`config.mk`:
```
export PLATFORM = sky130hd
export DESIGN_NAME = vc_stream_mux_rr
export DESIGN_NICKNAME = d
export VERILOG_FILES = /design/src/rtl/vc_stream_mux_rr.sv
export SDC_FILE = /design/constraint.sdc
export NUM_CORES = 1
export LEC_CHECK = 0
export BUFFER_PORTS_ARGS = -buffer_cell sky130_fd_sc_hd__buf_2
export CAP_MARGIN = 15
export CORE_ASPECT_RATIO = 1.75
export CORE_MARGIN = 8
export CORE_UTILIZATION = 50
export DETAILED_ROUTE_END_ITERATION = 16
export PLACE_DENSITY = 0.89
export SYNTH_ARGS = -nofsm -noshare
export SYNTH_HDL_FRONTEND = slang
export SYNTH_SLANG_ARGS = --single-unit
```
`constraint.sdc`:
```
create_clock -name clk -period 7.4 [get_ports clk]
set_input_delay 0.74 -clock clk [delete_from_list [all_inputs] [get_ports clk]]
set_output_delay 0.74 -clock clk [all_outputs]
set_load 0.02 [all_outputs]
```
`src/rtl/vc_stream_mux_rr.sv`:
```
// vc_stream_mux_rr: N-input val/rdy stream mux with round-robin arbitration.
// The granted input is captured into a one-entry output register. Optional
// packet locking keeps the grant on one input until its last beat transfers,
// so multi-beat packets from different sources are never interleaved.
// Legal range for p_ninputs is 2..16.

module vc_stream_mux_rr #(
   parameter int p_nbits   = 32,
   parameter int p_ninputs = 4,
   parameter int p_lock    = 0
)(
   input  logic                           clk,
   input  logic                           reset,
   input  logic [p_ninputs-1:0]           in_val,
   output logic [p_ninputs-1:0]           in_rdy,
   input  logic [p_ninputs*p_nbits-1:0]   in_msg,
   input  logic [p_ninputs-1:0]           in_last,
   output logic                           out_val,
   input  logic                           out_rdy,
   output logic [p_nbits-1:0]             out_msg,
   output logic [$clog2(p_ninputs)-1:0]   out_src,
   output logic                           out_last
);

   localparam int c_sbits = $clog2(p_ninputs);

   // Highest legal input index, used for pointer wrap.
   localparam logic [c_sbits-1:0] c_last_idx = c_sbits'(p_ninputs - 1);

   // Input count at one extra bit of width, used by the rotating scan.
   localparam logic [c_sbits:0] c_nin_w = (c_sbits + 1)'(p_ninputs);

   // Successor index modulo p_ninputs; never produces an out-of-range value
   // even when p_ninputs is not a power of two.
   function automatic logic [c_sbits-1:0] next_idx(input logic [c_sbits-1:0] idx);
      return (idx == c_last_idx) ? '0 : idx + 1'b1;
   endfunction

   // ---------------------------------------------------------------------
   // State
   // ---------------------------------------------------------------------
   logic [c_sbits-1:0]  ptr_reg,   ptr_next;
   logic                lock_reg,  lock_next;
   logic [c_sbits-1:0]  owner_reg, owner_next;

   logic                out_val_reg,  out_val_next;
   logic [p_nbits-1:0]  out_msg_reg,  out_msg_next;
   logic [c_sbits-1:0]  out_src_reg,  out_src_next;
   logic                out_last_reg, out_last_next;

   // ---------------------------------------------------------------------
   // Arbitration
   // ---------------------------------------------------------------------
   logic [p_nbits-1:0]  msg_arr [p_ninputs];
   logic [p_ninputs-1:0] grant;
   logic [c_sbits-1:0]  gsel;
   logic                found;
   logic [c_sbits:0]    scan;
   logic                load;
   logic                xfer;
   logic                sel_last;

   // Slice the flat message bus into one lane per input.
   generate
      for (genvar gi = 0; gi < p_ninputs; gi++) begin : g_lane
         assign msg_arr[gi] = in_msg[gi*p_nbits +: p_nbits];
      end
   endgenerate

   // Grant selection: the lock owner when locked, otherwise the first valid
   // input found scanning upward from the priority pointer with wrap.
   always_comb begin
      grant = '0;
      gsel  = '0;
      found = 1'b0;
      scan  = '0;
      if (lock_reg) begin
         grant[owner_reg] = in_val[owner_reg];
         found            = in_val[owner_reg];
         gsel             = owner_reg;
      end else begin
         for (int k = 0; k < p_ninputs; k++) begin
            scan = {1'b0, ptr_reg} + (c_sbits + 1)'(k);
            if (scan >= c_nin_w) begin
               scan = scan - c_nin_w;
            end
            if (!found && in_val[scan[c_sbits-1:0]]) begin
               grant[scan[c_sbits-1:0]] = 1'b1;
               gsel                     = scan[c_sbits-1:0];
               found                    = 1'b1;
            end
         end
      end
   end

   // The output register can take a new beat when empty or being drained.
   assign load = !out_val_reg || out_rdy;

   // Ready is forced low while reset is held so no beat is handshaken
   // into a register that is being cleared.
   assign in_rdy = reset ? '0 : (grant & {p_ninputs{load}});
   assign xfer   = found && load && !reset;

   // Without locking every beat is a complete packet.
   assign sel_last = (p_lock != 0) ? in_last[gsel] : 1'b1;

   // Next priority pointer and lock state after a transfer.
   always_comb begin
      ptr_next   = ptr_reg;
      lock_next  = lock_reg;
      owner_next = owner_reg;
      if (xfer) begin
         if (p_lock == 0) begin
            ptr_next = next_idx(gsel);
         end else if (lock_reg) begin
            if (sel_last) begin
               lock_next = 1'b0;
               ptr_next  = next_idx(owner_reg);
            end
         end else if (!sel_last) begin
            lock_next  = 1'b1;
            owner_next = gsel;
         end else begin
            ptr_next = next_idx(gsel);
         end
      end
   end

   // Next output register contents: capture on transfer, empty on drain,
   // otherwise hold (which also covers backpressure).
   always_comb begin
      out_val_next  = out_val_reg;
      out_msg_next  = out_msg_reg;
      out_src_next  = out_src_reg;
      out_last_next = out_last_reg;
      if (xfer) begin
         out_val_next  = 1'b1;
         out_msg_next  = msg_arr[gsel];
         out_src_next  = gsel;
         out_last_next = sel_last;
      end else if (out_rdy) begin
         out_val_next  = 1'b0;
      end
   end

   // Arbitration state registers; reset drops any lock mid-packet.
   always_ff @(posedge clk or posedge reset) begin
      if (reset) begin
         ptr_reg   <= '0;
         lock_reg  <= 1'b0;
         owner_reg <= '0;
      end else begin
         ptr_reg   <= ptr_next;
         lock_reg  <= lock_next;
         owner_reg <= owner_next;
      end
   end

   // Output pipeline register; reset discards any in-flight beat.
   always_ff @(posedge clk or posedge reset) begin
      if (reset) begin
         out_val_reg  <= 1'b0;
         out_msg_reg  <= '0;
         out_src_reg  <= '0;
         out_last_reg <= 1'b0;
      end else begin
         out_val_reg  <= out_val_next;
         out_msg_reg  <= out_msg_next;
         out_src_reg  <= out_src_next;
         out_last_reg <= out_last_next;
      end
   end

   assign out_val  = out_val_reg;
   assign out_msg  = out_msg_reg;
   assign out_src  = out_src_reg;
   assign out_last = out_last_reg;

   // ---------------------------------------------------------------------
   // Simulation checks
   // ---------------------------------------------------------------------
   a_grant_onehot: assert property (@(posedge clk) disable iff (reset)
      $onehot0(grant));

   a_hold_stable: assert property (@(posedge clk) disable iff (reset)
      (out_val_reg && !out_rdy) |=> $stable(out_msg_reg));

   a_val_known: assert property (@(posedge clk) disable iff (reset)
      !$isunknown(out_val_reg));

endmodule

```
# Yosys cells after proc, flatten, opt, wreduce, memory -nomap -nowiden
# Cells that the tools add are included.
dict set report totals {
  output_inout_bits 40
  inputBits 139
  reg_bits 38
}
dict set report classes {
  bitwise 5
  magnitude_cmp 13
  reduce_logical 16
  n_addsub 8
  n_mux 39
  n_eq_ne 1
}
# cell n
set op_table {}
lappend op_table {{32-bit binary-select mux with 2-bit select} 1}
lappend op_table {{32-bit two-way mux} 2}
lappend op_table {{4-bit two-way mux} 5}
lappend op_table {{2-bit two-way mux} 9}
lappend op_table {{1-bit two-way mux} 14}
lappend op_table {{3-bit >= comparator, second input constant} 4}
lappend op_table {{2-bit by 3-bit less-than comparator with 1-bit output, second input constant} 4}
lappend op_table {{4-bit OR} 3}
lappend op_table {{1-bit logical AND} 9}
lappend op_table {{1-bit binary-select mux with 2-bit select} 4}
lappend op_table {{1-bit demux with 2-bit select} 4}
lappend op_table {{2-bit by 1-bit >= comparator with 1-bit output, second input constant} 4}
lappend op_table {{2-bit by 1-bit subtractor with 2-bit output, second input constant} 4}
lappend op_table {{2-bit by 2-bit adder with 3-bit output, second input constant} 2}
lappend op_table {{1-bit zero test} 5}
lappend op_table {{4-bit AND} 1}
lappend op_table {{2-bit by 1-bit adder with 3-bit output, second input constant} 1}
lappend op_table {{2-bit by 3-bit >= comparator with 1-bit output, second input constant} 1}
lappend op_table {{2-bit NOT with 3-bit output} 1}
lappend op_table {{2-bit by 1-bit adder with 2-bit output, second input constant} 1}
lappend op_table {{2-bit == test, second input constant} 1}
lappend op_table {{2-bit nonzero test} 1}
lappend op_table {{1-bit logical OR} 1}

# Logic depth before layout (Yosys ltp)
dict set report depth {
  ltp_word 18
  ltp_mapped 13
  depth_no_buf 8
}

# Least setup slack after synthesis
# OpenSTA, ideal clock, no wires.
dict set report synth_path {
  path_type {flip-flop to output port}
  from {register ptr_reg[0]}
  to {output in_rdy[0]}
  path_buffers 5
  arrival_time_ps 2752
  stages_incl_launch_ff 14
  path_slack_ps 3908
  path_cell_list {dfrtp_1 buf_4 inv_1 ha_1 buf_4 mux4_2 nor2b_4 buf_6 buf_2 buf_4 a22oi_1 nor2_1 a221oi_1 nor2_1}
}
dict set report synth_via {
  elab_chain_len 16
}
# element line_no
set synth_lines {}
lappend synth_lines {{start: declaration} 42} ;# logic [c_sbits-1:0] ptr_reg, ptr_next;
lappend synth_lines {{start signal: assignment} 153} ;# ptr_reg <= ptr_next;
lappend synth_lines {{parallel branches: the longest is 13 deep, another holds 2-bit by 1-bit adder with 3-bit output} -}
lappend synth_lines {{4-bit two-way mux *} 87} ;# if (!found && in_val[scan[c_sbits-1:0]]) begin
lappend synth_lines {{4-bit AND *} 101} ;# assign in_rdy = reset ? '0 : (grant & {p_ninputs{load}});
lappend synth_lines {{4-bit two-way mux *} 101}
lappend synth_lines {{end: declaration} 15} ;# output logic [p_ninputs-1:0] in_rdy,
# Mark *: on every way between the ends. The select of a mux whose other input is x is not followed.

# Worst setup path in the final report
dict set report layout_path {
  from {register ptr_reg[0]}
  to {output in_rdy[2]}
}
# Same word-level chain as after synthesis.

==> flow_metrics.env <==
export IMPL_critPathArrivalTime_ns=4.81
export IMPL_post_cts_resized_instances=0
export IMPL_worst_setup_hold_path_clk_slew_ns=0.07
export IMPL_cts_tree="built"
export IMPL_clock_sinks=38
export IMPL_syn_area_mm2=0.00449
export IMPL_crit_path_frequent_cell="nor2_1"
export IMPL_layout_cells_non_filler=806
export IMPL_ctsLongestPathBuffers=2
export IMPL_antenna_found_initial=0
export IMPL_post_synth_net_total=706
export IMPL_setup_violations_final=0
export IMPL_first_pass_iters=6
export IMPL_synthXorXnorAreaFrac_pct=0.195
export IMPL_period_minus_slack_ns=5.55
export IMPL_timing_reg2reg_setup_slack_ns=2.25
export IMPL_r2r_end="out_msg[10]$_DFFE_PP0P_"
export IMPL_drt_vias_per_instance=6.84
export IMPL_die_width_um=87.6
export IMPL_muxShareOfSynthArea_pct=7.25
export IMPL_layout_cells_most_common="buf_2"
export IMPL_synth_simple_gate_area_share_pct=22.2
export IMPL_worstPathRequired_ns=6.66
export IMPL_path_cells="inv_1 > ha_1 > mux4_2 > nor2b_4 > a22oi_1 > nor2_1 > a221oi_1 > nor2_1 > buf_2"
export IMPL_clkPwrFrac_pct=11.0
export IMPL_full_die_area_mm2=0.0124
export IMPL_vdd_drop_max_mv=0.262
export IMPL_final_hold_vios=0
export IMPL_synth_lib_cells_used_distinct=48
export IMPL_setup_tns_ns=0
export IMPL_syn_inst=559
export IMPL_fin_crit_sh_pct=75.0
export IMPL_cts_repair_timing_setup_buffer_count=0
export IMPL_endpoint_class_of_the_critical_path="output pin"
export IMPL_worst_path_max_fanout=115
export IMPL_crit_path_max_delay_cell_type="dfrtp_4"
export IMPL_status="finished, final reports clean"
export IMPL_seq_power_share_pct=17.6
export IMPL_largest_register_ffs=32
export IMPL_dp_hpwl_um=12300
export IMPL_chipHeight_um=141
export IMPL_synth_area_per_cell_um2=8.03
export IMPL_worst_skew_pair_late_latency_ns=0.29
export IMPL_crit_path_start_kind="register"
export IMPL_max_slew_worst_pin_slew_ns=1.16
export IMPL_holdCritPathClass="reg2reg"
export IMPL_numPortBuffers=174
export IMPL_ant_nets=0
export IMPL_max_cap_violations=0
export IMPL_via_count=5512
export IMPL_place_gp_congestion=0.930
export IMPL_timing_hold_worst_start="out_src[0]$_DFFE_PP0P_"
export IMPL_wl_per_cell_um=21.5
export IMPL_tritoncts_num_buffers=5
export IMPL_fp_coreArea_mm2=0.00892
export IMPL_synth_yosys_warnings=0
export IMPL_power_density_mw_per_mm2=488
export IMPL_rsz_0062_raised_after_global_routing="false"
export IMPL_synth_yosys_seq_area_share_pct=21.2
export IMPL_grt_start_max_net_pins=116
export IMPL_power_share_switching_pct=56.5
export IMPL_first_global_vias=5786
export IMPL_switching_power_mw=1.51
export IMPL_min_to="out_src[0]$_DFFE_PP0P_"
export IMPL_final_cell_mix="174 x buf_2, 61 x nand2_1, 57 x nand3_1"
export IMPL_wirelength_um=17400
export IMPL_max_h_tree_level=2
export IMPL_synth_compound_gate_area_share_pct=38.7
export IMPL_final_net_count=830
export IMPL_io_pin_count=179
export IMPL_slew_viol_final=0
export IMPL_dp_cells=795
export IMPL_num_rows=46
export IMPL_hold_path_cell_count=1
export IMPL_initial_utilization_pct=50.3
export IMPL_netlist_top_cell_by_area="dfrtp_1"
export IMPL_critPathMaxStageDelay_ns=1.19
export IMPL_netlist_top_cells_area="dfrtp_1 21%, nand3_1 6.4%, a2111oi_2 6.0%"
export IMPL_number_of_cells_on_the_worst_reg_to_reg_path=9
export IMPL_buffer_type_at_the_clock_tree_root="clkbuf_16"
export IMPL_first_pass_grt_wire_length_um=27700
export IMPL_synth_top_family_by_area="compound AO/OA/AOI/OAI gates"
export IMPL_timing_max_slew_rel_slack_pct=23.0
export IMPL_ctsHoldBuffers=0
export IMPL_synth_fa_ha_area_share_pct=2.23
export IMPL_crit_reg2reg_launch="ptr_reg[0]$_DFFE_PP0P_"
export IMPL_setup_worst_path_class="reg2out"
export IMPL_share_comb_of_total_power_pct=71.4
export IMPL_power_report_internal_total_mw=1.16
export IMPL_max_freq_mhz=180
export IMPL_synth_to_final_area_change_pct=21.6
export IMPL_grt_usage_pct=27.6
export IMPL_globalRouteOverflowTotal=0
export IMPL_final_setup_skew_ns=0.00529
export IMPL_cellLeakagePower_nw=2.36
export IMPL_initialDrtViolationCount=515
export IMPL_drc=0
export IMPL_final_layout_size_suffix_gt1_share_pct=35.7
export IMPL_synth_top_area_share_pct=21.2
export IMPL_number_of_synthesized_register_bits=38
cells in the mapped netlist, drive strengths merged:
| cell | number |
|---|---|
| mux2i | 4 |
| o21a | 1 |
| a31oi | 18 |
| o221a | 1 |
| o21ai | 4 |
| a311o | 1 |
| mux4 | 4 |
| a41o | 18 |
| nand2b | 6 |
| nor2b | 2 |
| and3 | 18 |
| a21o | 1 |
| a22oi | 32 |
| a21oi | 44 |
| o32ai | 15 |
| nand3 | 58 |
| o211ai | 16 |
| nand4 | 1 |
| clkbuf | 25 |
| a2111oi | 18 |
| o31a | 1 |
| nor3b | 2 |
| inv | 4 |
| nand2 | 62 |
| buf | 39 |
| and2b | 1 |
| dfrtp | 38 |
| xnor2 | 1 |
| mux2 | 17 |
| ha | 8 |
| nor3 | 18 |
| a221oi | 5 |
| nor2 | 37 |
| and2 | 3 |
| a211oi | 36 |
logic make-up (layout without fill, tap and decap cells):
logic type,Yosys count,after routing
compound gates,211,211
fa+ha+maj,8,8
flops,38,38
other cells,0,2
xor+xnor,1,1
simple gates,208,208
buf+inv,68,193
mux,25,25
layer usage:
layer	routed length [um]	global-route usage [%]
met1	6240	29.8
met2	8570	45.8
met3	1650	6.66
met4	899	18.5
met5	0	0
worst max-delay path: cells and delay by family, from the launching register on:
family | cells | cell delay [ns]
AO/OA/AOI/OAI | 2 | 0.26
adder cells (fa/ha/maj) | 1 | 0.72
buffers and inverters | 2 | 0.66
AND/OR/NAND/NOR | 3 | 1.07
multiplexers | 1 | 0.61
flip-flops | 1 | 1.19
power by group through the flow:
stage | logic, mW | clock network (mW) | registers (mW)
6_report | 1.90 | 0.292 | 0.469
3_5_place_dp | 1.86 | 0 | 0.462
4_1_cts | 1.86 | 0.293 | 0.460
3_3_place_gp | 1.80 | 0 | 0.457
2_1_floorplan | 1.42 | 0 | 0.489
5_1_grt | 2.04 | 0.300 | 0.485
metrics by stage:
stage          setup WS, ns  total power, mW  cell area, um^2  util, %  hold WS, ns
2_1_floorplan          3.91             1.91             4490        -        0.582
3_3_place_gp           2.40             2.25             5230     58.6        0.447
3_5_place_dp           2.29             2.32             5230     58.6        0.468
4_1_cts                1.95             2.62             5430     60.8        0.487
5_1_grt                1.51             2.83             5450     61.1        0.522
6_report               1.85             2.66             5460     61.2        0.484
layout make-up:
cell class	count	area, um^2
Fill cell	746	3460
Sequential cell	38	955
Timing Repair Buffer	181	943
Clock inverter	3	68.8
Antenna cell	2	5.00
Clock buffer	5	125
Inverter	4	15.0
Tap cell	120	150
Multi-Input combinational cell	453	3200
worst max-delay path by stage:
stage / cells past startpoint / slack, ns / to / from
2_1_floorplan: 13 / 3.91 / in_rdy[0] / ptr_reg[0]$_DFFE_PP0P_
3_3_place_gp: 9 / 2.40 / in_rdy[0] / ptr_reg[0]$_DFFE_PP0P_
3_5_place_dp: 9 / 2.29 / in_rdy[2] / ptr_reg[0]$_DFFE_PP0P_
4_1_cts: 9 / 1.95 / in_rdy[2] / ptr_reg[0]$_DFFE_PP0P_
5_1_grt: 9 / 1.51 / in_rdy[1] / ptr_reg[0]$_DFFE_PP0P_
6_report: 9 / 1.85 / in_rdy[2] / ptr_reg[0]$_DFFE_PP0P_
(Power assumes the default switching activity.)
